File: src/rtl/pulse_stretcher_pkg.sv
// Shared state encodings, default timing constants and counter sizing for the pulse stretcher.
package pulse_stretcher_pkg;

  typedef enum logic [1:0] {
    ST_IDLE = 2'd0,
    ST_HIGH = 2'd1,
    ST_GAP  = 2'd2
  } state_t;

  localparam int DEF_HIGH_CYCLES = 10;
  localparam int DEF_GAP_CYCLES  = 2;
  localparam int DEF_PEND_W      = 4;

  // Bits needed to hold max(high, gap) - 1, never less than one bit.
  function automatic int cnt_w(input int high_cycles, input int gap_cycles);
    int m;
    m = (high_cycles > gap_cycles) ? high_cycles : gap_cycles;
    return ($clog2(m) < 1) ? 1 : $clog2(m);
  endfunction

endpackage

File: src/rtl/pulse_stretcher_edge_detect.sv
// Rising-edge detector; the history register resets high so a level held through reset is not an event.
module pulse_stretcher_edge_detect (
  input  logic clk_in,
  input  logic rst,
  input  logic din,
  output logic trig
);

  logic din_d;

  always_ff @(posedge clk_in) begin
    if (rst) din_d <= 1'b1;
    else     din_d <= din;
  end

  assign trig = din & ~din_d;

endmodule

File: src/rtl/pulse_stretcher.sv
// Stretches single-cycle events into HIGH_CYCLES-wide pulses separated by GAP_CYCLES lows,
// queueing events that arrive while busy and replaying them in order.
module pulse_stretcher
  import pulse_stretcher_pkg::*;
#(
  parameter int HIGH_CYCLES = DEF_HIGH_CYCLES,
  parameter int GAP_CYCLES  = DEF_GAP_CYCLES,
  parameter int PEND_W      = DEF_PEND_W
) (
  input  logic              clk_in,
  input  logic              rst,
  input  logic              din,
  output logic              dout,
  output logic              busy,
  output logic [PEND_W-1:0] pend_cnt,
  output logic              overflow
);

  localparam int CW = cnt_w(HIGH_CYCLES, GAP_CYCLES);
  localparam logic [CW-1:0]     HIGH_LOAD = CW'(HIGH_CYCLES - 1);
  localparam logic [CW-1:0]     GAP_LOAD  = CW'(GAP_CYCLES - 1);
  localparam logic [PEND_W-1:0] PEND_MAX  = {PEND_W{1'b1}};

  state_t            state, state_nxt;
  logic [CW-1:0]     cnt, cnt_nxt;
  logic [PEND_W-1:0] pend_nxt;
  logic              ovf_nxt, dout_nxt, busy_nxt;
  logic              trig;

  pulse_stretcher_edge_detect u_edge (
    .clk_in (clk_in),
    .rst    (rst),
    .din    (din),
    .trig   (trig)
  );

  always_ff @(posedge clk_in) begin
    if (rst) begin
      state    <= ST_IDLE;
      cnt      <= '0;
      pend_cnt <= '0;
      overflow <= 1'b0;
      dout     <= 1'b0;
      busy     <= 1'b0;
    end else begin
      state    <= state_nxt;
      cnt      <= cnt_nxt;
      pend_cnt <= pend_nxt;
      overflow <= ovf_nxt;
      dout     <= dout_nxt;
      busy     <= busy_nxt;
    end
  end

  always_comb begin
    state_nxt = state;
    cnt_nxt   = cnt;
    pend_nxt  = pend_cnt;
    ovf_nxt   = 1'b0;
    case (state)
      ST_IDLE: begin
        if (trig) begin
          state_nxt = ST_HIGH;
          cnt_nxt   = HIGH_LOAD;
        end
      end
      ST_HIGH: begin
        if (cnt == '0) begin
          state_nxt = ST_GAP;
          cnt_nxt   = GAP_LOAD;
        end else begin
          cnt_nxt = cnt - CW'(1);
        end
        if (trig) begin
          if (pend_cnt != PEND_MAX) pend_nxt = pend_cnt + PEND_W'(1);
          else                      ovf_nxt  = 1'b1;
        end
      end
      ST_GAP: begin
        if (cnt == '0) begin
          // A trig on the final gap cycle either offsets the dequeue or starts the next pulse directly.
          if (pend_cnt != '0) begin
            state_nxt = ST_HIGH;
            cnt_nxt   = HIGH_LOAD;
            if (!trig) pend_nxt = pend_cnt - PEND_W'(1);
          end else if (trig) begin
            state_nxt = ST_HIGH;
            cnt_nxt   = HIGH_LOAD;
          end else begin
            state_nxt = ST_IDLE;
          end
        end else begin
          cnt_nxt = cnt - CW'(1);
          if (trig) begin
            if (pend_cnt != PEND_MAX) pend_nxt = pend_cnt + PEND_W'(1);
            else                      ovf_nxt  = 1'b1;
          end
        end
      end
      default: begin
        state_nxt = ST_IDLE;
        cnt_nxt   = '0;
      end
    endcase
  end

  always_comb begin
    dout_nxt = (state_nxt == ST_HIGH);
    busy_nxt = (state_nxt != ST_IDLE);
  end

endmodule

File: config.mk
export PLATFORM = sky130hd
export DESIGN_NAME = pulse_stretcher
export DESIGN_NICKNAME = d
export VERILOG_FILES = /design/src/rtl/pulse_stretcher_pkg.sv /design/src/rtl/pulse_stretcher_edge_detect.sv /design/src/rtl/pulse_stretcher.sv
export SDC_FILE = /design/constraint.sdc
export NUM_CORES = 1
export LEC_CHECK = 0
export CORE_AREA = 2 2 56 58
export CTS_CLUSTER_SIZE = 40
export DETAILED_ROUTE_END_ITERATION = 8
export DIE_AREA = 0 0 58 60
export PLACE_DENSITY = 0.53
export SLEW_MARGIN = 20
export SYNTH_ARGS = -nofsm -noshare
export SYNTH_HDL_FRONTEND = slang
export SYNTH_SLANG_ARGS = --single-unit
File: constraint.sdc
create_clock -name clk_in -period 1.7 [get_ports clk_in]
set_clock_uncertainty 0.05 [all_clocks]
set_input_delay 0.425 -clock clk_in [delete_from_list [all_inputs] [get_ports clk_in]]
set_output_delay 0.425 -clock clk_in [all_outputs]
set_load 0.05 [all_outputs]
==> flow_summary.ini, run 1 <==
[floorplan]
die_h_um = 60
core_mm2 = 0.00290
start_util_pct = 33.1
rows = 20
die_w_um = 58
io_pins = 10
fp.dieArea_mm2 = 0.00348

[setup_path]
worst_path_largest_cell_delay_ps = 410
critPathKind = register to register
path_buf_inv = 2
slowest_stage = or3b_4
cp.required_ps = 1870
path_cells = inv_2 > ha_4 > or3b_4 > buf_4 > a22oi_2 > o21a_1 > nor3b_2
arrival_ps = 1870
crit_family = simple AND/OR/NAND/NOR gates
cp-end-kind = register
startpoint_type = register
worst-path-max-fanout = 3

[timing]
worstMarginPinSlew_ps = 338
setup_viol_count_final = 0
final-hold-violation-count = 0
drv_slew = 0
rsz0062_at_grt = true
clock.fmax_mhz = 588
slew_headroom_pct = 77.4
post-route-period-util_pct = 100
fin_crit_ps = 1700
holdWs_ps = 528

[placement]
dp_cells = 170
dp_hpwl_um = 1780
portBuffers = 9
gpl.final_weighted_congestion = 0.833

[run]
cap_violations = 0

[global_routing]
antenna_found_initial = 0
grt_pass1_vias = 865
grt_use_total_pct = 14.4
grt_pass1_wl_um = 3840
grt_max_degree = 10
grt_overflow = 0

[finish]
n_fill_cell = 279
fin_cells = 179
final_nets = 157
mostFrequentLayoutCells = buf_4, nor3_1, nor2_1, dfxtp_1, nand2_1
drive_above_1_share_pct = 51.4
syn2layout_area_growth_pct = 51.8
layout_commonest_cell = buf_4
antenna_cells = 0

[route]
vias_per_cell = 5.28
drcViolationCount = 0
ant_nets = 0
dr.pass1.iters = 4
routedWlPerCell_um = 13.1
dr_total_vias = 946
initialDrtViolationCount = 20
totalWireLength_um = 2350

[power_and_ir_drop]
switching_share_pct = 34.3
power_density_mw_per_mm2 = 757
power_frac_comb_pct = 43.4
leakagePower_nw = 0.577
seqPwrFrac_pct = 34.0
p_switching_w = 0.000379
clkPwrFrac_pct = 22.7
internal_power_w = 0.000726
irDropWorstVdd_v = 0.000450

[logic_synthesis]
synthArstFlopShare_pct = 0
synth-seq-cells = 14
synthesis.nets = 121
yosysSeqAreaShare_pct = 29.1
ys.flop_type = dfxtp_1
syn_area_um2 = 962
yosys_warnings = 0
synthCells = 111
syn_avg_cell_area_um2 = 8.67
synth_cell_types = 43
synth_edf_count = 0

[clock_tree]
clk_path_buf_depth = 2
worst_skew_pair.late_latency_ps = 280
cts_max_level = 1
clk_pin_slew_worst_paths_ps = 90
clock_sinks = 14
cts-root-buf = clkbuf_4
cts_tree = built
hold_buffers = 0
numCtsBuffers = 3

[status]
status = completed

[worst_hold_path]
hold_class = register to register
logic make-up after synthesis:
family | after synthesis | share of synthesized area, %
adders and majority gates | 7 | 9.10
and+or+nand+nor | 46 | 31.7
DFF | 14 | 29.1
buffers and inverters | 14 | 6.50
AOI/OAI and AO/OA | 27 | 20.2
muxes | 3 | 3.38
synthesized netlist by cell type, types with 3 or more instances:
library cell	instances	area share (%)
or2_2	3	2.0
nand3_1	3	1.6
a21oi_1	6	3.1
ha_1	7	9.1
nor2_1	8	3.1
o21a_1	3	2.3
dfxtp_1	14	29
o21ai_0	4	2.1
nand2_1	6	2.3
inv_1	7	2.7
nor3_1	8	4.2
clkbuf_1	4	1.6
worst reg2reg max path, stage by stage (launching register included):
cell and delay (ps):
dfxtp_2 330, inv_2 70, ha_4 130, or3b_4 410, buf_4 160, a22oi_2 120
o21a_1 190, nor3b_2 170
stage by stage:
| stage | setup TNS [ps] | cell area [µm²] | setup WS, ps | total power, W | util (%) |
|---|---|---|---|---|---|
| after floorplan | -36.9 | 995 | -35.9 | 0.000634 | - |
| after global placement | -1840 | 1300 | -286 | 0.000779 | 44.9 |
| after detailed placement | -2340 | 1300 | -353 | 0.000782 | 44.9 |
| after CTS | -0.835 | 1350 | -0.835 | 0.00104 | 46.3 |
| after global routing | -355 | 1460 | -112 | 0.00116 | 50.3 |
| final | 0 | 1460 | 0.0464 | 0.00111 | 50.3 |
flip-flops by register name (all words and copies together), names as in the netlist:
signal / flops
cnt: 4
pend_cnt: 4
state: 2
busy: 1
dout: 1
overflow: 1
u_edge.din_d: 1
metal layers:
metal  global-route usage [%]  share of wire, %  vias to the layer above
met3                     3.03               3.6                        5
met5                        0                 0                        -
met4                     5.98               1.3                        0
met2                     22.6                48                       18
met1                     19.3                47                      448
li1                         -                 -                      475
power groups by stage:
stage                     sequential, W  clock, W  combinational [W]
after global placement         0.000382         0           0.000397
after CTS                      0.000375  0.000257           0.000411
after detailed placement       0.000382         0           0.000400
after floorplan                0.000416         0           0.000218
after global routing           0.000379  0.000263           0.000517
final                          0.000376  0.000250           0.000479
final cells by class:
type,count,area (µm²),share of cell area [%]
Clock buffer,4,36.3,2.49
Inverter,7,28.8,1.97
Multi-Input combinational cell,83,708,48.5
Sequential cell,14,294,20.1
Tap cell,33,41.3,2.83
Timing Repair Buffer,38,352,24.1
worst paths after layout:
| path | depth (start not counted) | start | slack (ps) | to |
|---|---|---|---|---|
| setup / recovery | 7 | cnt[1] | 0.05 | dout |
| hold / removal | 2 | pend_cnt[3] | 530 | pend_cnt[3] |
| setup reg to reg | 7 | cnt[1] | 0.05 | dout |
| hold reg to reg | 2 | pend_cnt[3] | 530 | pend_cnt[3] |
what timing repair did:
| action | in CTS | in global routing |
|---|---|---|
| pin swaps | 2 | 10 |
| resized for setup | 5 | 22 |
| endpoints found under the setup margin | 8 | 11 |
| buffers inserted | 0 | 5 |
(Power assumes the default switching activity.)
==> run 2: changes to the inputs <==
--- a/config.mk
+++ b/config.mk
@@ -5,10 +5,10 @@
 export SDC_FILE = /design/constraint.sdc
 export NUM_CORES = 1
 export LEC_CHECK = 0
-export CORE_AREA = 2 2 56 58
+export CORE_AREA = 3 3 57 59
 export CTS_CLUSTER_SIZE = 40
 export DETAILED_ROUTE_END_ITERATION = 8
-export DIE_AREA = 0 0 58 60
+export DIE_AREA = 0 0 60 62
 export PLACE_DENSITY = 0.53
 export SLEW_MARGIN = 20
 export SYNTH_ARGS = -nofsm -noshare
==> flow_summary.ini, run 2 (synthesized netlist as in run 1, its figures left out) <==
[timing]
clock.fmax_mhz = 590
worstMarginPinSlew_ps = 374
post-route-period-util_pct = 99.7
post-route-worst-setup-slack_ps = 5.38
setup_viol_count_final = 0
final-hold-violation-count = 0
fin_crit_ps = 1690
holdWs_ps = 525
drv_slew = 0
rsz0062_at_grt = true
slew_headroom_pct = 75.1

[power_and_ir_drop]
power_w = 0.00104
power_density_mw_per_mm2 = 735
irDropWorstVdd_v = 0.000631
leakagePower_nw = 0.565

[placement]
portBuffers = 9
pre_cts_ws_ps = -284
dp_hpwl_um = 1820
dp_cells = 171
dpl-instance-area_mm2 = 0.00132
gpl.final_weighted_congestion = 0.872

[route]
drcViolationCount = 0
vias_per_cell = 5.41
totalWireLength_um = 2380
ant_nets = 0
dr.pass1.iters = 4
dr_total_vias = 958
routedWlPerCell_um = 13.5
initialDrtViolationCount = 30

[finish]
final_nets = 157
antenna_cells = 0
multi_input_area_um2 = 691
fin_cells = 177
final_cell_area_mm2 = 0.00142
n_fill_cell = 265
regArea_um2 = 293
syn2layout_area_growth_pct = 47.6
mostFrequentLayoutCells = buf_4, nor3_1, dfxtp_1, nor2_1, nand2_1
drive_above_1_share_pct = 47.3
layout_commonest_cell = buf_4
largestRegisters = cnt (4), pend_cnt (4), state (2)

[floorplan]
rows = 19
core_mm2 = 0.00276
start_util_pct = 34.9
io_pins = 10
die_h_um = 62
die_w_um = 60
fp.dieArea_mm2 = 0.00372

[global_routing]
grt_overflow = 0
grt_pass1_vias = 888
grt_use_total_pct = 14.6
grt_pass1_wl_um = 4050
grt_max_degree = 13
antenna_found_initial = 0

[clock_tree]
numCtsBuffers = 3
worst_skew_pair.late_latency_ps = 280
clock_sinks = 14
clk_path_buf_depth = 2
cts_max_level = 1
cts-root-buf = clkbuf_4
clk_pin_slew_worst_paths_ps = 90
cts_tree = built
hold_buffers = 0

[worst_hold_path]
hold_class = primary input to register

[setup_path]
cp.required_ps = 1860
cp-end-kind = register
worst-path-max-fanout = 4
arrival_ps = 1850
startpoint_type = register
critPathKind = register to register

[run]
cap_violations = 0

[status]
status = completed
## run 2: path summary, 6_finish.rpt
path,slack [ps],cells past startpoint,start,endpoint
setup reg to reg,5,6,cnt[0],pend_cnt[1]
setup / recovery,5,6,cnt[0],pend_cnt[1]
hold / removal,520,3,din,u_edge.din_d
hold reg to reg,540,2,pend_cnt[3],pend_cnt[3]
## run 2: power by group
part           switching, W  internal (W)
clock network      0.000112     0.0000910
registers         0.0000245      0.000351
logic              0.000231      0.000233
## run 2: what timing repair did
| item | in CTS | in global routing |
|---|---|---|
| buffers inserted | 1 | 1 |
| pin swaps | 4 | 6 |
| gates resized for setup | 8 | 13 |
| endpoints found under the setup margin | 9 | 8 |
## run 2: area by class of cell
type	instances	share of cell area, %
inverters	7	2.03
repair buffers	38	24.1
multi-input cells	83	48.6
well taps	31	2.73
flip-flops and latches	14	20.6
clock buffers	4	1.85
## run 2: layer usage
| metal | track usage, % | wire length, µm |
|---|---|---|
| met1 | 19.8 | 1170 |
| met2 | 23.5 | 1110 |
| met3 | 2.48 | 77 |
| met4 | 4.75 | 25 |
| met5 | 0 | 0 |
## run 2: worst max-delay path, stage by stage, from the launching register on
cell and delay [ps]:
dfxtp_2 330, inv_2 60, ha_4 130, or3b_4 410, nor4b_4 300, mux2i_1 140
a211oi_2 210
## run 2: per-stage QoR
stage | utilization, % | setup TNS [ps]
2_1_floorplan | - | -36.9
3_5_place_dp | 48.0 | -1920
4_1_cts | 49.9 | -12.5
6_report | 51.5 | 0
5_1_grt | 51.5 | -294
3_3_place_gp | 48.0 | -1810
==> run 3: changes to the inputs <==
--- a/config.mk
+++ b/config.mk
@@ -9,7 +9,7 @@
 export CTS_CLUSTER_SIZE = 40
 export DETAILED_ROUTE_END_ITERATION = 8
 export DIE_AREA = 0 0 60 62
-export PLACE_DENSITY = 0.53
+export PLACE_DENSITY = 0.51
 export SLEW_MARGIN = 20
 export SYNTH_ARGS = -nofsm -noshare
 export SYNTH_HDL_FRONTEND = slang
==> constraint.sdc (replaced) <==
create_clock -name clk_in -period 1.6 [get_ports clk_in]
set_clock_uncertainty 0.05 [all_clocks]
set_input_delay 0.4 -clock clk_in [delete_from_list [all_inputs] [get_ports clk_in]]
set_output_delay 0.4 -clock clk_in [all_outputs]
set_load 0.05 [all_outputs]
==> flow_summary.ini, run 3 (synthesized netlist as in run 1, its figures left out) <==
[placement]
pre_cts_ws_ps = -389
portBuffers = 9
gpl.final_weighted_congestion = 0.799
dp_hpwl_um = 1970
dp_cells = 179

[clock_tree]
worst_skew_pair.late_latency_ps = 290
hold_buffers = 0
clk_path_buf_depth = 2
cts_tree = built
clk_pin_slew_worst_paths_ps = 110
clock_sinks = 14
numCtsBuffers = 3
cts-root-buf = clkbuf_4
cts_max_level = 1

[route]
wl_met3_um = 83
dr_total_vias = 1009
drcViolationCount = 0
initialDrtViolationCount = 22
dr.pass1.iters = 4
totalWireLength_um = 2650
vias_per_cell = 5.40
routed.top_layer = met3
ant_nets = 0
wl_met2_um = 1360
routedWlPerCell_um = 14.2
wl_met1_um = 1210

[timing]
holdWs_ps = 557
worstMarginPinSlew_ps = 354
fin_setup_tns_ps = -574
fin_crit_ps = 1760
rsz0062_at_grt = true
clock.fmax_mhz = 568
post-route-period-util_pct = 110
setup_viol_count_final = 6
slew_headroom_pct = 76.4
drv_slew = 0
final-hold-violation-count = 0
post-route-worst-setup-slack_ps = -159

[global_routing]
grt_overflow = 0
grt_pass1_vias = 971
grt_use_total_pct = 15.4
antenna_found_initial = 0
grt_max_degree = 9
grt_pass1_wl_um = 4380

[finish]
mostFrequentLayoutCells = buf_4, nor2_1, nor3_1, dfxtp_1, buf_12
final_nets = 167
multi_input_area_um2 = 759
antenna_cells = 0
fin_cells = 187
n_fill_cell = 244
layout_commonest_cell = buf_4
regArea_um2 = 294
largestRegisters = cnt (4), pend_cnt (4), state (2)
drive_above_1_share_pct = 57.7
syn2layout_area_growth_pct = 68.7

[floorplan]
rows = 19
start_util_pct = 34.9
fp.dieArea_mm2 = 0.00372
die_h_um = 62
die_w_um = 60
io_pins = 10
core_mm2 = 0.00276

[worst_hold_path]
hold_class = register to register

[power_and_ir_drop]
leakagePower_nw = 0.635
irDropWorstVdd_v = 0.000543
power_density_mw_per_mm2 = 744
power_w = 0.00121

[run]
cap_violations = 0

[setup_path]
startpoint_type = register
worst_path_largest_cell_delay_ps = 410
critPathKind = register to register
cp.required_ps = 1750
worst-path-max-fanout = 4
path_cells = inv_2 > ha_4 > or3b_4 > nor4b_4 > mux2i_1 > a211oi_2
cp-end-kind = register
slowest_stage = or3b_4
arrival_ps = 1910

[status]
violations = setup timing
status = finished with violations
## run 3: layer usage
layer	global-route usage, %	up-vias
met4	3.80	0
met3	2.07	0
met5	0	-
li1	-	501
met2	27.0	12
met1	20.0	496
## run 3: layout make-up
type	instances	area share, %
flip-flops and latches	14	18.1
inverters	7	1.77
clock inverters	1	0.231
well taps	31	2.39
repair buffers	48	29.3
multi-input cells	83	46.8
clock buffers	3	1.39
## run 3: worst paths after layout
| kind | from | endpoint | slack [ps] | depth (start not counted) |
|---|---|---|---|---|
| hold / removal | pend_cnt[3] | overflow | 560 | 2 |
| hold reg to reg | pend_cnt[3] | overflow | 560 | 2 |
| setup / recovery | cnt[1] | pend_cnt[1] | -160 | 6 |
| setup reg to reg | cnt[1] | pend_cnt[1] | -160 | 6 |
## run 3: through the flow
step / utilization [%] / instance area, µm²
6_report: 58.8 / 1620
2_1_floorplan: - / 1010
5_1_grt: 58.8 / 1620
4_1_cts: 55.9 / 1540
3_3_place_gp: 51.9 / 1430
3_5_place_dp: 51.9 / 1430
## run 3: power by group
group | total [W] | switching, W | internal (W)
registers | 0.000402 | 0.0000276 | 0.000374
logic | 0.000581 | 0.000278 | 0.000303
clock network | 0.000225 | 0.000135 | 0.0000906
## run 3: critical path: cells and delay by family (launching register included)
family,cells,cell delay (ps)
muxes,1,140
DFF,1,340
buffers and inverters,1,70
and+or+nand+nor,2,760
adders and majority gates,1,120
AOI/OAI and AO/OA,1,190
## run 3: repair_timing
action / in CTS / in global routing
setup endpoints to repair: 11 / 12
buffers inserted: 3 / 1
resized for setup: 17 / 17
pin swaps: 7 / 6
hold endpoints to repair: 0 / 0
